--- src/rtl/pip_mem_stage.sv ---
// MEM stage of the 5-stage core.
// Takes the EX/MEM pipeline register contents and drives a variable-latency data
// memory over a req/ack handshake. It stalls upstream while an access is in
// flight and registers the MEM/WB fields that feed the register-file write port.
// A memory that never acks is abandoned after TIMEOUT wait cycles. In that case
// the sticky err flag is raised and the load data is taken as zero.
module pip_mem_stage #(
  parameter int DW      = 16,  // data width
  parameter int IW      = 16,  // PC width
  parameter int AW      = 8,   // data-memory address width
  parameter int TIMEOUT = 15   // wait cycles without ack before abort (1..255)
) (
  input  logic          clk,
  input  logic          rst,
  // EX/MEM pipeline register
  input  logic [3:0]    w_addr_in,
  input  logic [DW-1:0] w_data_in,
  input  logic [DW-1:0] Rdata2_in,
  input  logic          memWrite_in,
  input  logic          memRead_in,
  input  logic          memToReg_in,
  input  logic          wen_in,
  input  logic          jal_in,
  input  logic [IW-1:0] PC_in,
  // data memory handshake
  output logic          dmem_req,
  output logic          dmem_we,
  output logic [AW-1:0] dmem_addr,
  output logic [DW-1:0] dmem_wdata,
  input  logic [DW-1:0] dmem_rdata,
  input  logic          dmem_ack,
  // pipeline control
  output logic          stall_out,
  // MEM/WB pipeline register
  output logic [3:0]    wb_addr,
  output logic [DW-1:0] wb_data,
  output logic          wb_wen,
  output logic          err
);

  typedef enum logic {
    ST_IDLE = 1'b0,
    ST_WAIT = 1'b1
  } state_t;

  // The counter is 8 bits wide because TIMEOUT may be as large as 255.
  localparam logic [7:0] TIMEOUT_CNT = 8'(TIMEOUT);

  state_t        state_reg;
  logic [7:0]    cnt_reg;

  // Instruction fields captured when the access is issued.
  // The upstream stages may change their inputs at the ack edge, so these are kept locally.
  logic [3:0]    cap_waddr_reg;
  logic          cap_wen_reg;
  logic          cap_m2r_reg;
  logic          cap_jal_reg;
  logic [IW-1:0] cap_pc_reg;
  logic [DW-1:0] cap_alu_reg;

  logic          mem_op;
  logic          in_wait;
  logic          timeout_hit;
  logic          access_done;
  logic [IW-1:0] pc_inc_in;
  logic [IW-1:0] pc_inc_cap;
  logic [DW-1:0] pc_ext_in;
  logic [DW-1:0] pc_ext_cap;
  logic [DW-1:0] load_data;
  logic [DW-1:0] wb_data_pass;
  logic [DW-1:0] wb_data_done;

  assign mem_op  = memRead_in | memWrite_in;
  assign in_wait = (state_reg == ST_WAIT);

  // Return address for jal. The addition wraps modulo 2^IW.
  assign pc_inc_in  = PC_in + IW'(1);
  assign pc_inc_cap = cap_pc_reg + IW'(1);

  // The return PC is zero-extended into the data width.
  // It is truncated if the PC happens to be wider than the data width.
  genvar gi;
  generate
    for (gi = 0; gi < DW; gi++) begin : g_pc_ext
      if (gi < IW) begin : g_bit
        assign pc_ext_in[gi]  = pc_inc_in[gi];
        assign pc_ext_cap[gi] = pc_inc_cap[gi];
      end else begin : g_zero
        assign pc_ext_in[gi]  = 1'b0;
        assign pc_ext_cap[gi] = 1'b0;
      end
    end
  endgenerate

  // The timeout fires only when no ack arrives in the last allowed cycle.
  // An ack arriving in that same cycle still wins.
  assign timeout_hit = in_wait & ~dmem_ack & (cnt_reg == TIMEOUT_CNT);
  assign access_done = in_wait & (dmem_ack | timeout_hit);

  // An aborted load returns zero rather than whatever is on the read bus.
  assign load_data = dmem_ack ? dmem_rdata : '0;

  assign wb_data_pass = jal_in      ? pc_ext_in  : w_data_in;
  assign wb_data_done = cap_jal_reg ? pc_ext_cap :
                        cap_m2r_reg ? load_data  : cap_alu_reg;

  // Stall upstream on the issue cycle and on every wait cycle that does not complete the access.
  always_comb begin
    stall_out = 1'b0;
    case (state_reg)
      ST_IDLE: stall_out = mem_op;
      ST_WAIT: stall_out = ~access_done;
      default: stall_out = 1'b0;
    endcase
  end

  // Handshake FSM together with the registered memory outputs and the MEM/WB outputs.
  always_ff @(posedge clk) begin
    if (rst) begin
      state_reg     <= ST_IDLE;
      cnt_reg       <= '0;
      dmem_req      <= 1'b0;
      dmem_we       <= 1'b0;
      dmem_addr     <= '0;
      dmem_wdata    <= '0;
      wb_addr       <= '0;
      wb_data       <= '0;
      wb_wen        <= 1'b0;
      err           <= 1'b0;
      cap_waddr_reg <= '0;
      cap_wen_reg   <= 1'b0;
      cap_m2r_reg   <= 1'b0;
      cap_jal_reg   <= 1'b0;
      cap_pc_reg    <= '0;
      cap_alu_reg   <= '0;
    end else begin
      case (state_reg)
        ST_IDLE: begin
          if (mem_op) begin
            // Issue the access. If both read and write are set, the store wins.
            dmem_req      <= 1'b1;
            dmem_we       <= memWrite_in;
            dmem_addr     <= w_data_in[AW-1:0];
            dmem_wdata    <= Rdata2_in;
            cap_waddr_reg <= w_addr_in;
            cap_wen_reg   <= wen_in;
            cap_m2r_reg   <= memToReg_in;
            cap_jal_reg   <= jal_in;
            cap_pc_reg    <= PC_in;
            cap_alu_reg   <= w_data_in;
            wb_wen        <= 1'b0;
            cnt_reg       <= '0;
            state_reg     <= ST_WAIT;
          end else begin
            // Non-memory instruction: pass straight through to MEM/WB.
            wb_addr <= w_addr_in;
            wb_data <= wb_data_pass;
            wb_wen  <= wen_in;
          end
        end
        ST_WAIT: begin
          if (access_done) begin
            dmem_req  <= 1'b0;
            wb_addr   <= cap_waddr_reg;
            wb_data   <= wb_data_done;
            wb_wen    <= cap_wen_reg;
            state_reg <= ST_IDLE;
            if (timeout_hit) begin
              err <= 1'b1;
            end
          end else begin
            // The request lines hold their values.
            // MEM/WB carries a bubble until the access completes.
            wb_wen  <= 1'b0;
            cnt_reg <= cnt_reg + 8'd1;
          end
        end
        default: begin
          state_reg <= ST_IDLE;
        end
      endcase
    end
  end

endmodule

--- config.mk ---
export PLATFORM = sky130hd
export DESIGN_NAME = pip_mem_stage
export DESIGN_NICKNAME = d
export VERILOG_FILES = /design/src/rtl/pip_mem_stage.sv
export SDC_FILE = /design/constraint.sdc
export NUM_CORES = 1
export LEC_CHECK = 0
export ABC_CLOCK_PERIOD_IN_PS = 2500
export CORE_ASPECT_RATIO = 1.5
export CORE_MARGIN = 8
export CORE_UTILIZATION = 48
export DETAILED_ROUTE_END_ITERATION = 16
export PLACE_DENSITY = 0.77
export SYNTH_ARGS = -nofsm -noshare
export SYNTH_HDL_FRONTEND = slang
export SYNTH_SLANG_ARGS = --single-unit
--- constraint.sdc ---
create_clock -name clk -period 2.5 [get_ports clk]
set_input_delay 0.5 -clock clk [delete_from_list [all_inputs] [get_ports clk]]
set_output_delay 0.5 -clock clk [all_outputs]
set_load 0.02 [all_outputs]
==> results of run 1 <==
final timing paths:
path	cells past startpoint	to	slack, ns	startpoint
worst min register to register	2	dmem_wdata[1]$_SDFFE_PP0P_	0.45	dmem_wdata[1]$_SDFFE_PP0P_
worst max-delay path	7	wb_addr[3]$_SDFFE_PP0N_	0.06	dmem_ack
worst max register to register	7	wb_addr[3]$_SDFFE_PP0N_	0.13	cnt_reg[0]$_SDFFE_PP0P_
worst min-delay path	2	dmem_wdata[1]$_SDFFE_PP0P_	0.45	dmem_wdata[1]$_SDFFE_PP0P_
through the flow:
step           TNS, ns  utilization (%)
2_1_floorplan        0                -
3_3_place_gp     -1.55             65.1
3_5_place_dp     -2.60             65.1
4_1_cts              0             68.4
5_1_grt              0             68.4
6_report             0             68.4
final cells by class:
class / count / area, um^2 / area share, %
clock buffer: 12 / 256 / 4.30
clock inverter: 4 / 26.3 / 0.440
inverter: 11 / 43.8 / 0.734
multi-input combinational: 398 / 2260 / 37.8
sequential: 88 / 1760 / 29.5
tap: 110 / 138 / 2.31
timing repair buffer: 157 / 1480 / 24.9
per-layer routing:
| metal | vias up | global-route usage [%] |
|---|---|---|
| li1 | 2122 | - |
| met1 | 2005 | 24.4 |
| met2 | 138 | 37.0 |
| met3 | 37 | 5.36 |
| met4 | 0 | 12.9 |
| met5 | - | 0 |
power groups by stage:
stage	combinational [mW]	clock, mW	sequential, mW
finish	0.829	1.28	1.59
floorplan	0.373	0	1.67
global route	0.899	1.35	1.60
global placement	0.814	0	1.62
detailed placement	0.827	0	1.62
CTS	0.830	1.30	1.59
logic make-up (layout without fill, tap and decap cells):
group                    after synthesis  in the layout
XOR/XNOR                              31             31
AND/OR/NAND/NOR                      220            220
AO/OA/AOI/OAI                        138            138
multiplexers                           6              6
buffers and inverters                 56            184
adder cells (fa/ha/maj)                3              3
flip-flops                            88             88
worst register-to-register path, stage by stage (launching register included):
cell       delay (ns)
dfxtp_1          0.33
ha_1             0.23
nand3_1          0.20
o21ai_4          0.09
and2_4           0.18
nor2_1           0.86
buf_4            0.28
o2bb2ai_1        0.12
repair_timing:
action / 4_1_cts / 5_1_grt
hold endpoints to repair: 0 / 0
hold buffers: 0 / 0
setup buffers: 0 / 0
setup endpoints to repair: 1 / 5
resized for setup: 1 / 1
cell usage in the layout (no fill, tap or decap), types with 3 or more instances in the layout:
master / n
clkdlybuf4s50_1: 122
nand2b_1: 6
clkbuf_16: 9
xnor2_1: 26
o2bb2ai_1: 9
a22o_1: 4
inv_1: 10
dfxtp_1: 88
mux2i_1: 6
xor2_1: 5
nor2_1: 36
buf_4: 33
o21ai_0: 6
ha_1: 3
nor4_1: 6
a221oi_1: 13
a21oi_1: 72
nor3_1: 16
a22oi_1: 4
nand2_1: 124
nand4_1: 6
a211oi_1: 12
nand3_1: 14
==> impl_metrics.json, run 1 <==
{
  "run_status": "finished, final reports clean",
  "p_total_mw": 3.70,
  "synthSimpleGateAreaFrac_pct": 22.3,
  "met2_wirelength_mm": 6.70,
  "clock_latency_ns": 0.34,
  "critPathTopFamily": "simple AND/OR/NAND/NOR gates",
  "yosys_most_used_dff": "dfxtp_1",
  "crit_type": "in2reg",
  "synth_xor_area_share_pct": 6.37,
  "synthCells": 542,
  "ios": 125,
  "hold-worst-slack_ns": 0.453,
  "coreArea_mm2": 0.00872,
  "grt_max_degree": 57,
  "die_y_um": 131,
  "clockPowerShare_pct": 34.6,
  "period_share_pct": 97.6,
  "wl_per_cell_um": 17.2,
  "topRoutingLayerUsed": "met4",
  "ant_nets": 0,
  "p_per_area_mw_per_mm2": 620,
  "worstPathArrival_ns": 2.70,
  "grt_pass1_vias": 4456,
  "synth_top_area_cell": "dfxtp_1",
  "synth_compound_area_share_pct": 21.6,
  "overflow": 0,
  "drc": 0,
  "final_hold_viol_count": 0,
  "cts.clk_slew.worst_paths_ns": 0.06,
  "start_util_pct": 48.8,
  "stdcell_count": 780,
  "synthDistinctLibCells": 48,
  "drtPass1Iterations": 4,
  "cts-root-buf": "clkbuf_16",
  "viasPerCell": 5.52,
  "htree_num_levels": 3,
  "peakVddDrop_mv": 0.427,
  "seqPwrFrac_pct": 43.0,
  "yosys-top-cells-area": "dfxtp_1, nand2_1, a21oi_1",
  "track_usage_pct": 22.1,
  "num_rows": 42,
  "dieArea_mm2": 0.0122,
  "yosysWarnings": 0,
  "cellLeakagePower_nw": 2.18,
  "hold_class": "reg2reg",
  "max-cap-violations": 0,
  "dp_hpwl_mm": 9.88,
  "syn_area_mm2": 0.00426,
  "routed-wl-met3_um": 729,
  "fin_nets": 744,
  "startpoint_type": "input port",
  "ys_top_cells_by_count": "nand2_1, dfxtp_1, a21oi_1",
  "post_dp_cell_area_mm2": 0.00568,
  "path_cells": "clkdlybuf4s50_1, and2b_1, o21ai_4, and2_4, nor2_1, buf_4, o2bb2ai_1",
  "power.net_switching_mw": 1.06,
  "internal-power_mw": 2.64,
  "fillers": 752,
  "synth_mux_area_share_pct": 1.41,
  "ys_seq_elements": 88,
  "power_frac_comb_pct": 22.4,
  "synth-async-reset-ratio_pct": 0,
  "m1WireLength_mm": 5.38,
  "place_inst": 764,
  "max_stage_delay_ns": 0.86,
  "synth.top_cell.area_share_pct": 41.4,
  "routed_wl_mm": 13.4,
  "drive_gt1_share_pct": 8.66,
  "end_kind": "flop",
  "critPathMaxFanout": 12,
  "final.setup.worst_slack_ns": 0.0610,
  "die_x_um": 92.9,
  "syn_nets": 621,
  "yosysSeqAreaShare_pct": 41.4,
  "io_buffers": 124,
  "antenna_found_initial": 0,
  "gp_congestion": 0.853,
  "tightest_slew_ns": 1.15,
  "fin_skew_ns": 0.0107,
  "area_delta_synth_final_pct": 40.0,
  "period_needed_ns": 2.44,
  "dp_slack_ns": -0.281,
  "rsz0062_at_grt": "false",
  "synth-edff-count": 0,
  "clkSinkCount": 88,
  "switching_share_pct": 28.7,
  "design_area_mm2": 0.00597,
  "drtIter0Drc": 233,
  "fmax_ghz": 0.410,
  "n_antenna_cell": 0,
  "cpMaxStageDelayCell": "nor2_1",
  "setup_viol": 0,
  "synth_adder_area_share_pct": 0.881,
  "synth_top_family_by_area": "simple AND/OR/NAND/NOR gates",
  "cts_buffers": 9,
  "clk_path_buf_depth": 2,
  "slew-limit-headroom_pct": 23.0,
  "critical_path_buf_inv_count": 2,
  "dr_total_vias": 4302,
  "grt_pass1_wl_mm": 21.7,
  "cts_tree": "done",
  "yosysMostFrequentCell": "nand2_1",
  "slew_viol_final": 0,
  "avgSynthCellArea_um2": 7.86,
  "crit_required_ns": 2.77
}
Note: power is estimated with default switching activity, not from simulation.
==> run 2: changes to the inputs <==
--- a/config.mk
+++ b/config.mk
@@ -11,6 +11,7 @@
 export CORE_UTILIZATION = 48
 export DETAILED_ROUTE_END_ITERATION = 16
 export PLACE_DENSITY = 0.77
+export SKIP_LAST_GASP = 1
 export SYNTH_ARGS = -nofsm -noshare
 export SYNTH_HDL_FRONTEND = slang
 export SYNTH_SLANG_ARGS = --single-unit
==> results of run 2 <==
Same layout as run 1: the final DEF is identical, and so are final timing and power.
==> run 3: changes to the inputs <==
--- a/config.mk
+++ b/config.mk
@@ -5,12 +5,14 @@
 export SDC_FILE = /design/constraint.sdc
 export NUM_CORES = 1
 export LEC_CHECK = 0
-export ABC_CLOCK_PERIOD_IN_PS = 2500
+export ABC_CLOCK_PERIOD_IN_PS = 2700
+export CELL_PAD_IN_SITES_DETAIL_PLACEMENT = 1
+export CELL_PAD_IN_SITES_GLOBAL_PLACEMENT = 2
 export CORE_ASPECT_RATIO = 1.5
 export CORE_MARGIN = 8
-export CORE_UTILIZATION = 48
+export CORE_UTILIZATION = 26
 export DETAILED_ROUTE_END_ITERATION = 16
-export PLACE_DENSITY = 0.77
+export PLACE_DENSITY = 0.75
 export SKIP_LAST_GASP = 1
 export SYNTH_ARGS = -nofsm -noshare
 export SYNTH_HDL_FRONTEND = slang
==> constraint.sdc (replaced) <==
create_clock -name clk -period 2.7 [get_ports clk]
set_input_delay 0.54 -clock clk [delete_from_list [all_inputs] [get_ports clk]]
set_output_delay 0.54 -clock clk [all_outputs]
set_load 0.02 [all_outputs]
==> impl_metrics.json, run 3 (synthesized netlist as in run 1, its figures left out) <==
{
  "max-cap-violations": 0,
  "final_util_pct": 37.6,
  "hp-start": "cap_alu_reg[10]$_SDFFE_PP0P_",
  "dp_hpwl_mm": 12.5,
  "critPathMaxFanout": 4,
  "period_needed_ns": 2.51,
  "drtPass1Iterations": 4,
  "cellLeakagePower_nw": 2.15,
  "cts-root-buf": "clkbuf_16",
  "drive_gt1_share_pct": 7.68,
  "area_delta_synth_final_pct": 42.3,
  "coreArea_mm2": 0.0161,
  "grt_pass1_wl_mm": 26.7,
  "tightest_slew_ns": 1.07,
  "drc": 0,
  "final_hold_viol_count": 0,
  "clk_path_buf_depth": 2,
  "worstPathArrival_ns": 1.97,
  "ios": 125,
  "htree_num_levels": 3,
  "dr_total_vias": 4325,
  "ant_nets": 0,
  "setup_viol": 0,
  "r2r_start": "cnt_reg[4]$_SDFFE_PP0P_",
  "crit_type": "reg2out",
  "post_cts_buffers": 0,
  "fin_skew_ns": 0.00746,
  "crit_required_ns": 2.16,
  "die_x_um": 121,
  "peakVddDrop_mv": 0.320,
  "mostFrequentLayoutCell": "nand2_1",
  "slew_viol_final": 0,
  "io_buffers": 124,
  "grt_pass1_vias": 4766,
  "rsz0062_at_grt": "false",
  "fin_nets": 738,
  "p_per_area_mw_per_mm2": 586,
  "routed_wl_mm": 16.7,
  "overflow": 0,
  "fmax_ghz": 0.399,
  "fillers": 1964,
  "track_usage_pct": 16.3,
  "hold_class": "reg2reg",
  "clkSinkCount": 88,
  "period_share_pct": 92.8,
  "startpoint_type": "flop",
  "wl_per_cell_um": 19.2,
  "cts_buffers": 9,
  "final_cell_mix": "nand2_1, clkdlybuf4s50_1, dfxtp_1",
  "end_kind": "output port",
  "p_total_mw": 3.55,
  "cts.clk_slew.worst_paths_ns": 0.07,
  "start_util_pct": 26.4,
  "clock_latency_ns": 0.34,
  "antenna_found_initial": 1,
  "hold-worst-slack_ns": 0.457,
  "die_y_um": 173,
  "finalSetupTns_ns": 0,
  "cts_tree": "done",
  "slew-limit-headroom_pct": 28.3,
  "dieArea_mm2": 0.0208,
  "gp_congestion": 0.794,
  "grt_max_degree": 68,
  "cp-startpoint": "cnt_reg[4]$_SDFFE_PP0P_",
  "run_status": "finished, final reports clean",
  "drtIter0Drc": 166,
  "num_rows": 57,
  "viasPerCell": 4.97
}
## run 3: what timing repair did
action | in CTS | in global routing
resized for setup | 1 | 0
hold buffers | 0 | 0
setup endpoints to repair | 1 | 0
## run 3: final cells by class
type,count,area [um^2],share of cell area (%)
Antenna cell,1,2.50,0.0413
Clock buffer,11,243,4.00
Clock inverter,5,63.8,1.05
Inverter,11,43.8,0.722
Multi-Input combinational cell,398,2250,37.2
Sequential cell,88,1760,29.0
Tap cell,206,258,4.25
Timing Repair Buffer,151,1440,23.7
## run 3: where the power goes
group | total [mW] | switching, mW | internal [mW]
clock network | 1.29 | 0.538 | 0.750
registers | 1.48 | 0.0794 | 1.40
logic | 0.787 | 0.423 | 0.364
total | 3.55 | 1.04 | 2.51
## run 3: worst max-delay path, stage by stage (launching register included)
cell	delay [ns]
dfxtp_1	0.34
or4_4	0.57
o21ai_4	0.14
and2_1	0.22
inv_4	0.04
dlygate4sd2_1	0.31
## run 3: worst paths after layout
kind / endpoint / slack (ns) / cells past startpoint
hold / removal: cap_alu_reg[10]$_SDFFE_PP0P_ / 0.46 / 2
setup / recovery: stall_out / 0.19 / 5
hold reg to reg: cap_alu_reg[10]$_SDFFE_PP0P_ / 0.46 / 2
setup reg to reg: wb_data[11]$_SDFFE_PP0N_ / 0.54 / 6
## run 3: stage by stage
step           instance area [um^2]  cells  setup WS (ns)
6_report                       6060    871          0.194
4_1_cts                        6060    870          0.159
3_3_place_gp                   5760    854         0.0108
5_1_grt                        6060    871          0.116
3_5_place_dp                   5760    854       0.000295
2_1_floorplan                  4260    542          0.770
## run 3: per-layer routing
layer / track usage [%] / share of wire (%) / wire (um) / vias to the layer above
met2: 29.9 / 53 / 8860 / 94
li1: - / - / - / 2107
met5: 0 / 0 / 0 / -
met4: 6.80 / 3.0 / 501 / 0
met1: 17.6 / 40 / 6670 / 2101
met3: 3.10 / 3.9 / 659 / 23
